`config.mk`:
```
export PLATFORM = sky130hd
export DESIGN_NAME = pid_hdng_ctrl
export DESIGN_NICKNAME = d
export VERILOG_FILES = /design/src/rtl/pid_hdng_ctrl.sv
export SDC_FILE = /design/constraint.sdc
export NUM_CORES = 1
export LEC_CHECK = 0
export BUFFER_PORTS_ARGS = -buffer_cell sky130_fd_sc_hd__buf_2
export CORE_UTILIZATION = 30
export CTS_CLUSTER_DIAMETER = 120
export DETAILED_ROUTE_END_ITERATION = 12
export MAX_ROUTING_LAYER = met4
export PLACE_DENSITY_LB_ADDON = 0.25
export SLEW_MARGIN = 10
export SYNTH_ARGS = -nofsm -noshare
export SYNTH_HDL_FRONTEND = slang
export SYNTH_SLANG_ARGS = --single-unit
```
`constraint.sdc`:
```
create_clock -name clk -period 9.75 [get_ports clk]
set_clock_uncertainty 0.15 [all_clocks]
set_input_delay 1.95 -clock clk [delete_from_list [all_inputs] [get_ports clk]]
set_output_delay 1.95 -clock clk [all_outputs]
set_load 0.1 [all_outputs]
```
`src/rtl/pid_hdng_ctrl.sv`:
```
// pid_hdng_ctrl: two-stage heading PID producing saturated left/right motor speed commands
module pid_hdng_ctrl #(
   parameter logic [3:0] P_COEFF  = 4'd3,
   parameter logic [4:0] D_COEFF  = 5'd5,
   parameter int         HDNG_TOL = 30
) (
   input  logic               clk,
   input  logic               rst,
   input  logic               moving,
   input  logic               hdng_vld,
   input  logic signed [11:0] heading,
   input  logic signed [11:0] dsrd_hdng,
   input  logic        [10:0] frwrd_spd,
   output logic signed [11:0] lft_spd,
   output logic signed [11:0] rght_spd,
   output logic               spd_vld,
   output logic               at_hdng
);
   logic signed [12:0] err;
   logic signed [9:0]  err_sat;
   logic signed [9:0]  err_sat_q;
   logic signed [9:0]  prev_err;
   logic               vld1;
   logic signed [15:0] integ;
   logic signed [15:0] integ_sum;
   logic               ovf;
   logic signed [10:0] diff;
   logic signed [10:0] abs_err;
   logic signed [7:0]  diff_sat;
   logic signed [13:0] p_term;
   logic signed [13:0] i_term;
   logic signed [13:0] d_term;
   logic signed [14:0] sum;
   logic signed [11:0] steer;
   logic signed [12:0] lft_raw;
   logic signed [12:0] rght_raw;
   logic signed [11:0] lft_nxt;
   logic signed [11:0] rght_nxt;

   assign err       = 13'(heading) - 13'(dsrd_hdng);
   assign err_sat   = (err > 13'sd511) ? 10'h1FF : (err < -13'sd512) ? 10'h200 : err[9:0];
   assign p_term    = 14'(err_sat_q) * $signed({10'd0, P_COEFF});
   assign i_term    = 14'($signed(integ[15:4]));
   assign diff      = 11'(err_sat_q) - 11'(prev_err);
   assign diff_sat  = (diff > 11'sd127) ? 8'h7F : (diff < -11'sd128) ? 8'h80 : diff[7:0];
   assign d_term    = 14'(diff_sat) * $signed({9'd0, D_COEFF});
   assign sum       = 15'(p_term) + 15'(i_term) + 15'(d_term);
   // floor of sum / 8 is just the upper bits of the two's-complement sum
   assign steer     = sum[14:3];
   assign lft_raw   = $signed({2'b00, frwrd_spd}) + 13'(steer);
   assign rght_raw  = $signed({2'b00, frwrd_spd}) - 13'(steer);
   assign lft_nxt   = (lft_raw > 13'sd2047) ? 12'h7FF : (lft_raw < -13'sd2048) ? 12'h800 : lft_raw[11:0];
   assign rght_nxt  = (rght_raw > 13'sd2047) ? 12'h7FF : (rght_raw < -13'sd2048) ? 12'h800 : rght_raw[11:0];
   assign integ_sum = integ + 16'(err_sat_q);
   assign ovf       = (integ[15] == err_sat_q[9]) && (integ_sum[15] != integ[15]);
   assign abs_err   = err_sat_q[9] ? -11'(err_sat_q) : 11'(err_sat_q);

   // stage 1: capture the saturated error of each new heading sample
   always_ff @(posedge clk) begin
      if (rst) begin
         vld1      <= 1'b0;
         err_sat_q <= '0;
      end else begin
         vld1 <= hdng_vld;
         if (hdng_vld) err_sat_q <= err_sat;
      end
   end

   // stage 2: apply PID terms, update controller state; standing still clears everything
   always_ff @(posedge clk) begin
      if (rst) begin
         spd_vld  <= 1'b0;
         at_hdng  <= 1'b0;
         integ    <= '0;
         prev_err <= '0;
         lft_spd  <= '0;
         rght_spd <= '0;
      end else begin
         spd_vld <= vld1;
         if (vld1) at_hdng <= int'(abs_err) < HDNG_TOL;
         if (!moving) begin
            integ    <= '0;
            prev_err <= '0;
            lft_spd  <= '0;
            rght_spd <= '0;
         end else if (vld1) begin
            integ    <= ovf ? integ : integ_sum;
            prev_err <= err_sat_q;
            lft_spd  <= lft_nxt;
            rght_spd <= rght_nxt;
         end
      end
   end
endmodule

```
==> run metrics, run 1 <==
cell mode on critical path=inv_1; post-DP HPWL=13970 µm; Setup Crit Path Kind=reg -> reg; Final Hold Fails=0; Hold Path Cell Cnt=2; total CTS buffers=9; biggest area consumer among synthesized cells=ha_1; commonest non-fill, non-tap cell in the layout=inv_1; CTS tree=yes; final critical-path share of the clock period=0.8791; Clock Tree Buf Depth=2; nets=1083; post-synthesis sequential area ratio=0.1785; Routed WL per cell=14.28 µm; post-cts sizing count=0; Core Region=0.02285 mm²; CTS Root Cell=clkbuf_16; DR vias=6076; number of diodes=0; RePlAce Congestion=0.8438; Tot GR Track Use=0.1524; required time of the critical path=9.77 ns; CTS sink cnt=63; Buffers on Ports=64; antenna violations before repair=0; minimum clock period after layout=8.571 ns; Starting Density=0.3093; outcome=finished, final reports clean; Site Rows=55; GR Overflow Total=0; Starting DRT DRC Count=286; Yosys top cell area share=0.1841; area grow syn2layout=13.72%; hold_sp=integ[0]; r2r setup slk=1.18 ns; DR vias/cell=4.964; max capacitance violation total=0; Routed WL=17470 µm; most frequent cells in the layout=inv_1 (115), ha_1 (104), nor2_1 (64), buf_2 (64), dfxtp_1 (62); WP buf/inv=7; Mapped Area=0.007067 mm²; H-tree depth=3; post-synth net total=1027; Slowest-stage cell, CP=mux2i_1; IO Count=65; Chip Width=155.5 µm; Ys Warns=0; pins over their slew limit=0; worst skew pair latency=0.33 ns; Post-CTS Setup Bufs=0; synthesized flop and latch total=63; ys flop type=dfxtp_1; Crit Path Max Fanout=11; first-pass GRT wire length=28400 µm; cell family with most CP delay=adder cells; TritonRoute pass-1 iters=4; final setup fails=0; Synth cell types=73; Worst-Margin Slew=1.087 ns; RR Endpoint=rght_spd[5]; worst hold-check path type=reg -> reg; R2R cell count=33; # DRC=0; setup TNS=0 ns; vias in the first global route=5624; FF-to-FF Start=err_sat_q[0]; worst stage delay on the critical path=0.86 ns; hold path endpoint=integ[0]; kind of start point of the critical path=register; share of layout cells above drive strength 1=0.1175; RSZ-0062 raised after global routing=false; # hold bufs at CTS=0; CP arrival=8.59 ns; die footprint=0.02417 mm²; top post-synthesis cells by area=ha_1 (18%), dfxtp_1 (18%), fa_1 (9.6%), inv_1 (6.1%), o21ai_0 (4.0%); pin count of the biggest net entering global routing=50; Syn Inst Count=850; synthesized area per cell=8.314 µm²; Clock transition at path regs=0.06 ns; Slew HR=0.2544; CP endpoint kind=register; remaining antenna violation count=0; Async SR Flop Fraction=0; achievable frequency=116.7 MHz; Die Y=155.5 µm; EDFF count, synth=0
-- area by class of cell --
cell class / count / area, µm²
Clock buffer: 11 / 242.7
Fill cell: 2440 / 14810
Tap cell: 313 / 391.6
Timing Repair Buffer: 71 / 372.9
Multi-Input combinational cell: 645 / 5250
Inverter: 116 / 435.4
Clock inverter: 5 / 81.33
Sequential cell: 63 / 1262
-- metrics by stage --
stage          std cells  instance area (µm²)  hold slack [ns]  worst slack (ns)  utilization
4_1_cts             1224                 8036           0.3057             1.182       0.3518
5_1_grt             1224                 8036           0.3221            0.6504       0.3518
6_report            1224                 8036           0.3035             1.179       0.3518
3_5_place_dp        1208                 7712           0.2965             1.233       0.3376
2_1_floorplan        850                 7067           0.2821             2.354            -
3_3_place_gp        1208                 7712           0.2988             1.425       0.3376
-- logic make-up after synthesis --
logic type	count (synthesis)	synth area share
AO/OA/AOI/OAI	253	0.2449
AND/OR/NAND/NOR	192	0.1369
buffers and inverters	142	0.07950
adder cells (fa/ha/maj)	138	0.2805
flip-flops	63	0.1785
XOR/XNOR	46	0.05701
multiplexers	16	0.02284
-- per-layer routing --
layer,vias up,share of wire,global-route usage,wire length (µm)
li1,3136,-,-,-
met1,2838,0.52,0.2129,9129
met2,93,0.43,0.2308,7599
met3,9,0.034,0.02312,602
met4,0,0.0081,0.03268,142
met5,-,0,-,0
-- worst max-delay path by stage --
stage                      start          end  slack, ns  cells past startpoint
floorplan           err_sat_q[0]  rght_spd[0]       2.35                     34
global placement    err_sat_q[0]  rght_spd[0]       1.43                     33
detailed placement  err_sat_q[0]  rght_spd[3]       1.23                     33
CTS                 err_sat_q[0]  rght_spd[3]       1.18                     33
global route        err_sat_q[0]  rght_spd[1]       0.65                     33
finish              err_sat_q[0]  rght_spd[5]       1.18                     33
-- flip-flops by register name (all words and copies together) (netlist names) --
signal,cells
prev_err,10
spd_vld,1
lft_spd,12
vld1,1
at_hdng,1
rght_spd,12
integ,16
err_sat_q,10
-- cell usage after synthesis, drive strengths merged (2+ instances only) --
cell	instances
clkbuf	16
or3	13
buf	10
nor2	64
a2bb2oi	2
or4	2
and3	4
inv	115
dfxtp	63
o31ai	28
a2111oi	6
a22oi	2
nand3	17
nand2b	22
o211ai	4
or3b	3
and2	2
o32ai	8
a211oi	11
mux2i	15
o21bai	8
o21a	14
xnor2	28
a2111o	2
a41o	2
or2	3
ha	104
o31a	3
o21ba	2
xor2	18
a21oi	42
a21o	10
fa	34
nor3	13
o21ai	61
nand2	29
nor2b	9
o22ai	4
a41oi	2
o221ai	2
nand4	4
o41ai	4
or4b	2
a31oi	25
-- worst register-to-register path, delay by kind of cell (launching register included) --
kind | cells | cell delay, ns
buffers and inverters | 7 | 0.48
adders and majority gates | 8 | 3.10
muxes | 1 | 0.86
and+or+nand+nor | 6 | 1.03
xor gates and xnor gates | 2 | 0.27
DFF | 1 | 0.38
AOI/OAI and AO/OA | 9 | 2.13
Power of run 1 is left out: the tool's default activity adds up to more than one toggle a clock period on the data nets, which glitch-free logic cannot reach.
==> inputs of run 2 (changes only) <==
CORE_UTILIZATION = 55   (was 30)
==> run 2 against run 1 <==
  * Via count grew 2.4%
  * Clock-buffer cell count grew 3
  * Sequential share of layout area grew 0.34 points
  * Non-clock buffer count shrank 3
  * Critical path type unchanged
==> run metrics, run 2 (same netlist as run 1, synthesis figures left out) <==
outcome=finished, final reports clean; Met1 Wirelength=8005 µm (-12%); CP endpoint kind=register; post-DP HPWL=12570 µm (-10%); Core Region=0.01257 mm² (-45%); CTS Root Cell=clkbuf_16; Worst Setup SP=err_sat_q[0]; FF-to-FF Start=err_sat_q[0]; Buffers on Ports=64 (unchanged); required time of the critical path=9.77 ns (about the same); pin count of the biggest net entering global routing=51 (+2.0%); Site Rows=41 (-25%); Chip Width=115.4 µm (-26%); Tot GR Track Use=0.2626 (+0.1102); Slowest-stage cell, CP=mux2i_1; Die Y=115.4 µm (-26%); Clock transition at path regs=0.05 ns (about the same); Slew HR=0.2507 (-0.003635); r2r setup slk=1.14 ns (-0.03 ns); H-tree depth=3 (unchanged); achievable frequency=116.2 MHz (-0.40%); pins over their slew limit=0 (unchanged); cell mode on critical path=inv_1; most frequent cells in the layout=inv_1 (115), ha_1 (104), nor2_1 (64), buf_2 (64), dfxtp_1 (63); RSZ-0062 raised after global routing=false; RR Endpoint=rght_spd[7]; setup TNS=0 ns (unchanged); CP arrival=8.63 ns (+0.04 ns); Final Hold Fails=0 (unchanged); hold path endpoint=integ[0]; Largest register FFs=16 (unchanged); minimum clock period after layout=8.606 ns (+0.03437 ns); DR vias=6222 (+2.4%); hold_sp=integ[0]; Post-CTS Setup Bufs=0 (unchanged); total CTS buffers=9 (unchanged); worst stage delay on the critical path=0.86 ns (about the same); final critical-path share of the clock period=0.8826 (+0.003525); commonest non-fill, non-tap cell in the layout=inv_1; DR vias/cell=5.761 (+16%); Setup Crit Path Kind=reg -> reg; kind of start point of the critical path=register; worst hold-check path type=reg -> reg; Crit Path Max Fanout=11 (unchanged); GR Overflow Total=0 (unchanged); Hold Path Cell Cnt=2 (unchanged); # hold bufs at CTS=0 (unchanged); Routed WL per cell=14.64 µm (+2.5%); first-pass GRT wire length=26520 µm (-6.6%); max capacitance violation total=0 (unchanged); TritonRoute pass-1 iters=5 (+1); Clock Tree Buf Depth=2 (unchanged); worst skew pair latency=0.34 ns (about the same); share of layout cells above drive strength 1=0.1134 (-0.004017); Reg with most FFs=integ; nets=1080 (-0.28%); Worst-Margin Slew=1.093 ns (+0.005302 ns); Met3 Wirelength=730 µm (+21%); number of diodes=0 (unchanged); antenna violations before repair=0 (unchanged); Routed WL=15810 µm (-9.5%); IO Count=65 (unchanged); final setup fails=0 (unchanged); remaining antenna violation count=0 (unchanged); CTS sink cnt=63 (unchanged); RePlAce Congestion=0.9006 (+6.7%); post-cts sizing count=0 (unchanged); vias in the first global route=5703 (+1.4%); area grow syn2layout=11.17%; R2R cell count=33 (unchanged); Largest regs=integ x16, lft_spd x12, rght_spd x12; Starting Density=0.5623 (+0.2530); die footprint=0.01331 mm² (-45%); # DRC=0 (unchanged); Highest Signal Layer=met4; CTS tree=yes; Starting DRT DRC Count=391 (+37%); wire length on met2=6804 µm (-10%)
run 2: cell types whose count changed in the layout (fill, tap and decap cells not counted), sizes merged:
cell	previous run	this run
buf	71	68
clkbuf	11	14
clkinv	3	1
clkinvlp	1	0
run 2: layer usage:
layer | track usage | up-vias
met5 | - | -
met4 | 0.07359 | 0
met3 | 0.04850 | 25
met2 | 0.3816 | 125
met1 | 0.3699 | 2948
li1 | - | 3124
run 2: metrics by stage:
stage / instance area, µm² / std cells / hold WS (ns) / setup WS, ns / utilization
finish: 7856 / 1080 / 0.3020 / 1.144 / 0.6251
global route: 7856 / 1080 / 0.3226 / 0.5640 / 0.6251
global placement: 7512 / 1064 / 0.2943 / 1.498 / 0.5977
CTS: 7856 / 1080 / 0.3097 / 1.217 / 0.6251
detailed placement: 7512 / 1064 / 0.3026 / 1.250 / 0.5977
floorplan: 7067 / 850 / 0.2821 / 2.354 / -
run 2: critical path: cells and delay by family, from the launching register on:
family	cells	cell delay (ns)
simple gates	6	1.05
flops	1	0.37
fa+ha+maj	8	3.07
mux	1	0.86
xor+xnor	2	0.29
compound gates	9	2.16
buf+inv	7	0.46
run 2: cell type report:
cell class,count,area (µm²)
multi-input combinational,645,5250
inverter,116,435.4
clock inverter,2,60.06
timing repair buffer,68,350.3
tap,172,215.2
sequential,63,1261
fill,1109,4712
clock buffer,14,284.0
run 2: worst max-delay path by stage:
stage / endpoint / slack, ns
final: rght_spd[7] / 1.14
after global placement: rght_spd[3] / 1.50
after floorplan: rght_spd[0] / 2.35
after detailed placement: rght_spd[1] / 1.25
after global routing: rght_spd[7] / 0.56
after CTS: rght_spd[7] / 1.22
Power of run 2 is left out for the same reason.
